`src/rtl/rr_mux_scheduler.sv`:
```
// Round-robin scheduler sharing one 8-to-1 select path among eight single-bit requesters.
// Grants are held for up to HOLD cycles, released early when the owner drops its request.
//
// state    | meaning
// ---------+--------------------------------------------------------------
// ST_IDLE  | no active grant; s holds the index of the last grant
// ST_GRANT | gnt/s point at the owner; cnt counts down remaining cycles
module rr_mux_scheduler #(
   parameter int HOLD  = 4,
   parameter int CNT_W = 4
) (
   input  logic       clk,
   input  logic       rst,
   input  logic [7:0] req,
   input  logic [7:0] a,
   output logic [2:0] s,
   output logic       q,
   output logic [7:0] gnt,
   output logic       busy,
   output logic       done
);

   localparam int               HOLD_EFF = (HOLD < 1) ? 1 : HOLD;
   localparam logic [CNT_W-1:0] LOAD     = CNT_W'(HOLD_EFF - 1);

   typedef enum logic {
      ST_IDLE,
      ST_GRANT
   } state_t;

   state_t           state, state_nxt;
   logic [2:0]       s_nxt;
   logic [2:0]       last, last_nxt;
   logic [7:0]       gnt_nxt;
   logic             busy_nxt;
   logic             done_nxt;
   logic [CNT_W-1:0] cnt, cnt_nxt;
   logic             release_g;
   logic [2:0]       winner;

   // First requester after 'from', wrapping; 'from' itself is checked last.
   function automatic logic [2:0] pick(input logic [7:0] r, input logic [2:0] from);
      logic [2:0] idx;
      pick = from;
      for (int k = 8; k >= 1; k--) begin
         idx = from + 3'(k);
         if (r[idx]) pick = idx;
      end
   endfunction

   assign release_g = (cnt == '0) || !req[s];
   assign winner    = (state == ST_GRANT) ? pick(req, s) : pick(req, last);

   always_comb begin
      state_nxt = state;
      s_nxt     = s;
      last_nxt  = last;
      gnt_nxt   = gnt;
      busy_nxt  = busy;
      done_nxt  = 1'b0;
      cnt_nxt   = cnt;
      case (state)
         ST_IDLE: begin
            if (req != 8'h00) begin
               s_nxt     = winner;
               gnt_nxt   = 8'h01 << winner;
               busy_nxt  = 1'b1;
               cnt_nxt   = LOAD;
               state_nxt = ST_GRANT;
            end
         end
         ST_GRANT: begin
            if (!release_g) begin
               cnt_nxt = cnt - CNT_W'(1);
            end else begin
               last_nxt = s;
               done_nxt = 1'b1;
               if (req != 8'h00) begin
                  // back-to-back hand-over, search starts after the releasing owner
                  s_nxt   = winner;
                  gnt_nxt = 8'h01 << winner;
                  cnt_nxt = LOAD;
               end else begin
                  gnt_nxt   = 8'h00;
                  busy_nxt  = 1'b0;
                  cnt_nxt   = '0;
                  state_nxt = ST_IDLE;
               end
            end
         end
         default: state_nxt = ST_IDLE;
      endcase
   end

   always_ff @(posedge clk) begin
      if (rst) begin
         state <= ST_IDLE;
         s     <= 3'd0;
         last  <= 3'd7;
         gnt   <= 8'h00;
         busy  <= 1'b0;
         done  <= 1'b0;
         cnt   <= '0;
      end else begin
         state <= state_nxt;
         s     <= s_nxt;
         last  <= last_nxt;
         gnt   <= gnt_nxt;
         busy  <= busy_nxt;
         done  <= done_nxt;
         cnt   <= cnt_nxt;
      end
   end

   assign q = busy ? a[s] : 1'b0;

endmodule

```
`config.mk`:
```
export PLATFORM = sky130hd
export DESIGN_NAME = rr_mux_scheduler
export DESIGN_NICKNAME = d
export VERILOG_FILES = /design/src/rtl/rr_mux_scheduler.sv
export SDC_FILE = /design/constraint.sdc
export NUM_CORES = 1
export LEC_CHECK = 0
export ABC_CLOCK_PERIOD_IN_PS = 8100
export BUFFER_PORTS_ARGS = -buffer_cell sky130_fd_sc_hd__buf_2
export CORE_MARGIN = 8
export CORE_UTILIZATION = 55
export CTS_BUF_LIST = sky130_fd_sc_hd__clkbuf_16
export CTS_CLUSTER_DIAMETER = 150
export DETAILED_ROUTE_END_ITERATION = 8
export GPL_TIMING_DRIVEN = 1
export PLACE_DENSITY = 0.76
export SYNTH_ARGS = -nofsm -noshare
export SYNTH_HDL_FRONTEND = slang
export SYNTH_SLANG_ARGS = --single-unit
export TNS_END_PERCENT = 1
```
`constraint.sdc`:
```
create_clock -name clk -period 8.1 [get_ports clk]
set_input_delay 0.405 -clock clk [delete_from_list [all_inputs] [get_ports clk]]
set_output_delay 0.405 -clock clk [all_outputs]
set_load 0.02 [all_outputs]
```
Word-level counts from Yosys, hierarchy flattened
Cells that the tools add are included.
{"block": "word_totals", "rom_bits": 0, "ramBits": 0, "latchBits": 0, "out_inout_bits": 14, "ff_bits": 21, "wordCells": 117, "memories": 0, "input_bits": 18}
{"block": "classes", "n_reduce_logical": 8, "div": 0, "bitwise_logic": 1, "n_eq_ne": 3, "mux": 67, "add_sub_neg": 15, "n_shift": 1, "mul": 0, "order_cmp": 15}
{"operator": "$lt 3x4->1 const B", "n": 15}
{"operator": "$mux 3", "n": 17}
{"operator": "$bmux 1 s3", "n": 16}
{"operator": "$add 3x3->3 const B", "n": 8}
{"operator": "$mux 8", "n": 3}
{"operator": "$mux 1", "n": 23}
{"operator": "$pmux 8 s2", "n": 1}
{"operator": "$add 3x2->3 const B", "n": 4}
{"operator": "$mux 4", "n": 2}
{"operator": "$pmux 4 s2", "n": 1}
{"operator": "$reduce_bool 8->1", "n": 1}
{"operator": "$shl 1x3->8 const A", "n": 1}
{"operator": "$add 3x1->3 const B", "n": 2}
{"operator": "$pmux 3 s2", "n": 1}
{"operator": "$logic_not 4->1", "n": 1}
{"operator": "$ne 2x2->1 const B", "n": 2}
{"operator": "$pmux 1 s2", "n": 2}
{"operator": "$reduce_and 2->1", "n": 2}
{"operator": "$sub 4x1->4 const B", "n": 1}
{"operator": "$reduce_and 3->1", "n": 1}
{"operator": "$mux 2", "n": 1}
{"operator": "$ne 2x1->1 const B", "n": 1}
{"operator": "$reduce_or 2->1", "n": 1}
{"operator": "$logic_not 1->1", "n": 1}
{"operator": "2 further kinds", "n": 2}

Longest topological paths before layout
{"block": "depth", "ltp_word": 15, "ltp_mapped": 13, "ltp_nobuf": 10}

Least setup slack after synthesis
Ideal clock, no wire load.
{"block": "synth_path", "kind": "register to register", "start": "register s[1]", "end": "register gnt[3]", "t_arrival_ps": 3318, "setup_slack_ps": 4665, "period_less_slack_ps": 3435, "stages_incl_launch_ff": 12, "path_cell_list": "dfxtp_1 > buf_2 > clkinv_1 > ha_1 > buf_2 > mux2_1 > mux4_2 > o211ai_1 > nand2_1 > xnor2_1 > mux2_4 > a32o_1"}
{"block": "synth_via", "elab_chain_len": 15, "word_cells_on_any_way": 40}
{"element": "from (decl)", "line": "16", "text": "output logic [2:0] s,"}
{"element": "from (signal assigned)", "line": "106", "text": "s <= s_nxt;"}
{"element": "$add 3x3->3", "line": "46", "text": "idx = from + 3'(k);"}
{"element": "$bmux 1 s3", "line": "47", "text": "if (r[idx]) pick = idx;"}
{"element": "$mux 1 (implied by the code)", "line": "47"}
{"element": "$mux 3 (7 in a row)", "line": "47"}
{"element": "$mux 3", "line": "52", "text": "assign winner = (state == ST_GRANT) ? pick(req, s) : pick(req, last);"}
{"element": "$shl 1x3->8", "line": "66, 81"}
{"element": "$mux 8", "line": "78", "text": "if (req != 8'h00) begin"}
{"element": "$mux 8", "line": "73", "text": "if (!release_g) begin"}
{"element": "$pmux 8 s2", "line": "62", "text": "case (state)"}
{"element": "to (signal assigned)", "line": "108", "text": "gnt <= gnt_nxt;"}
{"element": "to (decl)", "line": "18", "text": "output logic [7:0] gnt,"}
Parallel ways exist; a longest one is shown, timed or not. The select of a mux whose other input is x is not followed.
A chain may end at the register's enable or synchronous reset.

Worst setup path after layout
Same ends and word-level chain as after synthesis.

==> out/qor.txt <==
Top-count cell post-synth = nor2_1
Global-route wire length before repair = 10.4 mm
PortBufs = 31
Number of diodes = 0
Syn. warnings = 0
CTS Buf Count = 3
Via count = 2,221
Critical path arrival = 3.99 ns
Worst reg-to-reg setup slack = 4.26 ns
Worst setup endpoint = gnt[3]
Clock slew at reported path FFs = 0.06 ns
Final instance area = 2690 um^2
Synth async-reset ratio = 0%
Die Wd = 83.4 um
Pleak = 0.00109 uW
Total core area = 4350 um^2
Fmax = 260 MHz
MaxCap Viol Count = 0
R2r worst-path depth = 10
DRT iter0 DRCs = 119
R2r endpoint = gnt[3]
Slew headroom = 39.2%
Synth area leader = mux4_2
Sequential cell area = 420 um^2
Placed cell areas = 2620 um^2
Clk sinks = 21
Initial Util = 57.3%
Final setup fails = 0
Worst-margin pin slew = 0.911 ns
Post-synth EDFFs = 0
I/O pin count = 32
# hold bufs at CTS = 0
Post-synthesis sequential area ratio = 16.8%
Drt first pass iters = 6
Hold_ws = 0.452 ns
Initial antenna violation count = 0
Clock Latency Late Sink = 0.25 ns
Synthesized instance count = 268
Final hold vios = 0
RSZ-0062 raised after global routing = no
Routability cong. = 0.887
Routed wire length per instance = 18.4 um
Crit start category = flop
Share of the synthesized area in the top cell type = 19.8%
Post-CTS Setup Bufs = 0
Total wire length = 6.16 mm
Crit share post-route = 47.5%
Worst r2r src = s[1]
CTS H-tree depth = 1
CTS-repair resized insts = 0
Worst Setup SP = s[1]
Number of global-route vias before repair = 2,186
Kind of end point of the critical path = flop
Critical Path RT = 8.24 ns
Layout net count = 307
Post-Syn Area per Cell = 9.31 um^2
Detail Route Antenna Nets = 0
CTS tree = built
Clock Skew = 0.00213 ns
Net count after synthesis = 292
Worst VDD drop = 0.000187 V
DIE AREA = 6950 um^2
All-layer global routing usage = 17.2%
FILL cells = 374
Final max-slew violation count = 0
Rows = 24
Total congestion overflow = 0
Fraction of layout cells with a size suffix above 1 = 31.2%
DRC viols = 0
Clk root buf = clkbuf_16
Number of synthesized register bits = 21
Via density per instance = 6.65
Pwr Density = 391 nW/um^2
Worst Setup Path Type = flop to flop
Largest net degree at the start of global routing = 23
Cell Area, Synth = 2500 um^2
Outcome = finished, final reports clean
Synth-to-layout area growth = 7.92%
Most frequent cells after synthesis = nor2_1 (23), mux4_2 (22), dfxtp_1 (21), nand2_1 (21), a21oi_1 (16)
Setup TNS Final = 0 ns
Hold Path Class = flop to flop
Deepest clock path buffer count = 2
Netlist cell types = 64
Synth Flop Type = dfxtp_1
Synth top area cells = mux4_2 (20%), dfxtp_1 (17%), mux2_2 (6.8%), mux2i_1 (5.6%), nor2_1 (3.5%)
Multi-input gate area = 1910 um^2
Die height = 83.4 um
CP Max Fanout = 14
Final HPWL DP = 4.56 mm
Minimum clock period = 3.84 ns
==> final cells by class <==
cell class              count  area share (%)
repair buffers             32            6.04
flip-flops and latches     21            15.6
well taps                  52            2.42
inverters                  14            1.95
clock buffers               3            2.79
clock inverters             1           0.139
multi-input cells         211            71.1
==> metrics by stage <==
stage / utilization [%] / instances / setup slack, ns / total power (uW)
3_3_place_gp: 60.1 / 330 / 4.35 / 931
2_1_floorplan: - / 268 / 4.66 / 813
3_5_place_dp: 60.1 / 330 / 4.27 / 944
4_1_cts: 61.9 / 334 / 4.28 / 1050
5_1_grt: 61.9 / 334 / 3.96 / 1140
6_report: 61.9 / 334 / 4.26 / 1050
==> worst min path at each step <==
stage,endpoint,cells after the start,start,slack (ns)
floorplan,cnt[2],2,cnt[2],0.46
global placement,gnt[1],2,gnt[1],0.43
detailed placement,gnt[4],2,gnt[4],0.44
CTS,gnt[4],2,gnt[4],0.46
global route,gnt[5],2,gnt[5],0.48
finish,gnt[4],2,gnt[4],0.45
==> cell usage in the layout, fill, tap and decap left out, drive strengths merged, types with 4 or more instances in the layout <==
| master | instances |
|---|---|
| buf | 32 |
| nor2 | 23 |
| mux4 | 22 |
| nand2 | 21 |
| dfxtp | 21 |
| a21oi | 18 |
| mux2 | 17 |
| mux2i | 15 |
| inv | 13 |
| xnor2 | 7 |
| o21ai | 7 |
| ha | 6 |
| a221oi | 6 |
| o31ai | 6 |
| a22oi | 6 |
| nand2b | 5 |
| a211oi | 4 |
| a211o | 4 |
| a32o | 4 |
| nor3 | 4 |
==> flip-flops by register name, indices dropped and copies added (netlist names) <==
name	flops
done	1
cnt	4
state	1
s	3
busy	1
gnt	8
last	3
==> worst max-delay path: stages, from the launching register on <==
cell and delay, ns:
dfxtp_1 0.71, clkinv_1 0.44, ha_1 0.68, mux4_2 0.45, mux2i_1 0.32, a21oi_1 0.15
o211ai_1 0.20, nand2_1 0.09, xnor2_1 0.15, mux2_4 0.31, a32o_1 0.25
==> routing by layer <==
layer / up-vias / global-route usage (%) / share of wire (%)
met1: 1063 / 22.2 / 44
li1: 1064 / - / -
met2: 83 / 27.7 / 46
met3: 11 / 2.93 / 7.3
met5: - / 0 / 0
met4: 0 / 6.23 / 1.8
==> cells by family (layout without fill, tap and decap cells) <==
family / count (synthesis) / count (layout) / synth area share, %
adder cells (fa/ha/maj): 6 / 6 / 3.01
AO/OA/AOI/OAI: 75 / 75 / 24.0
multiplexers: 54 / 54 / 33.8
AND/OR/NAND/NOR: 67 / 67 / 12.7
XOR/XNOR: 9 / 9 / 3.16
flip-flops: 21 / 21 / 16.8
buffers and inverters: 36 / 50 / 6.47
==> power breakdown <==
part / internal (uW) / leakage, uW / switching, uW
Clock: 65.6 / 0.0000423 / 35.3
Combinational: 349 / 0.000875 / 415
Sequential: 132 / 0.000173 / 57.6
No activity file was read; power rests on OpenSTA's default activity.
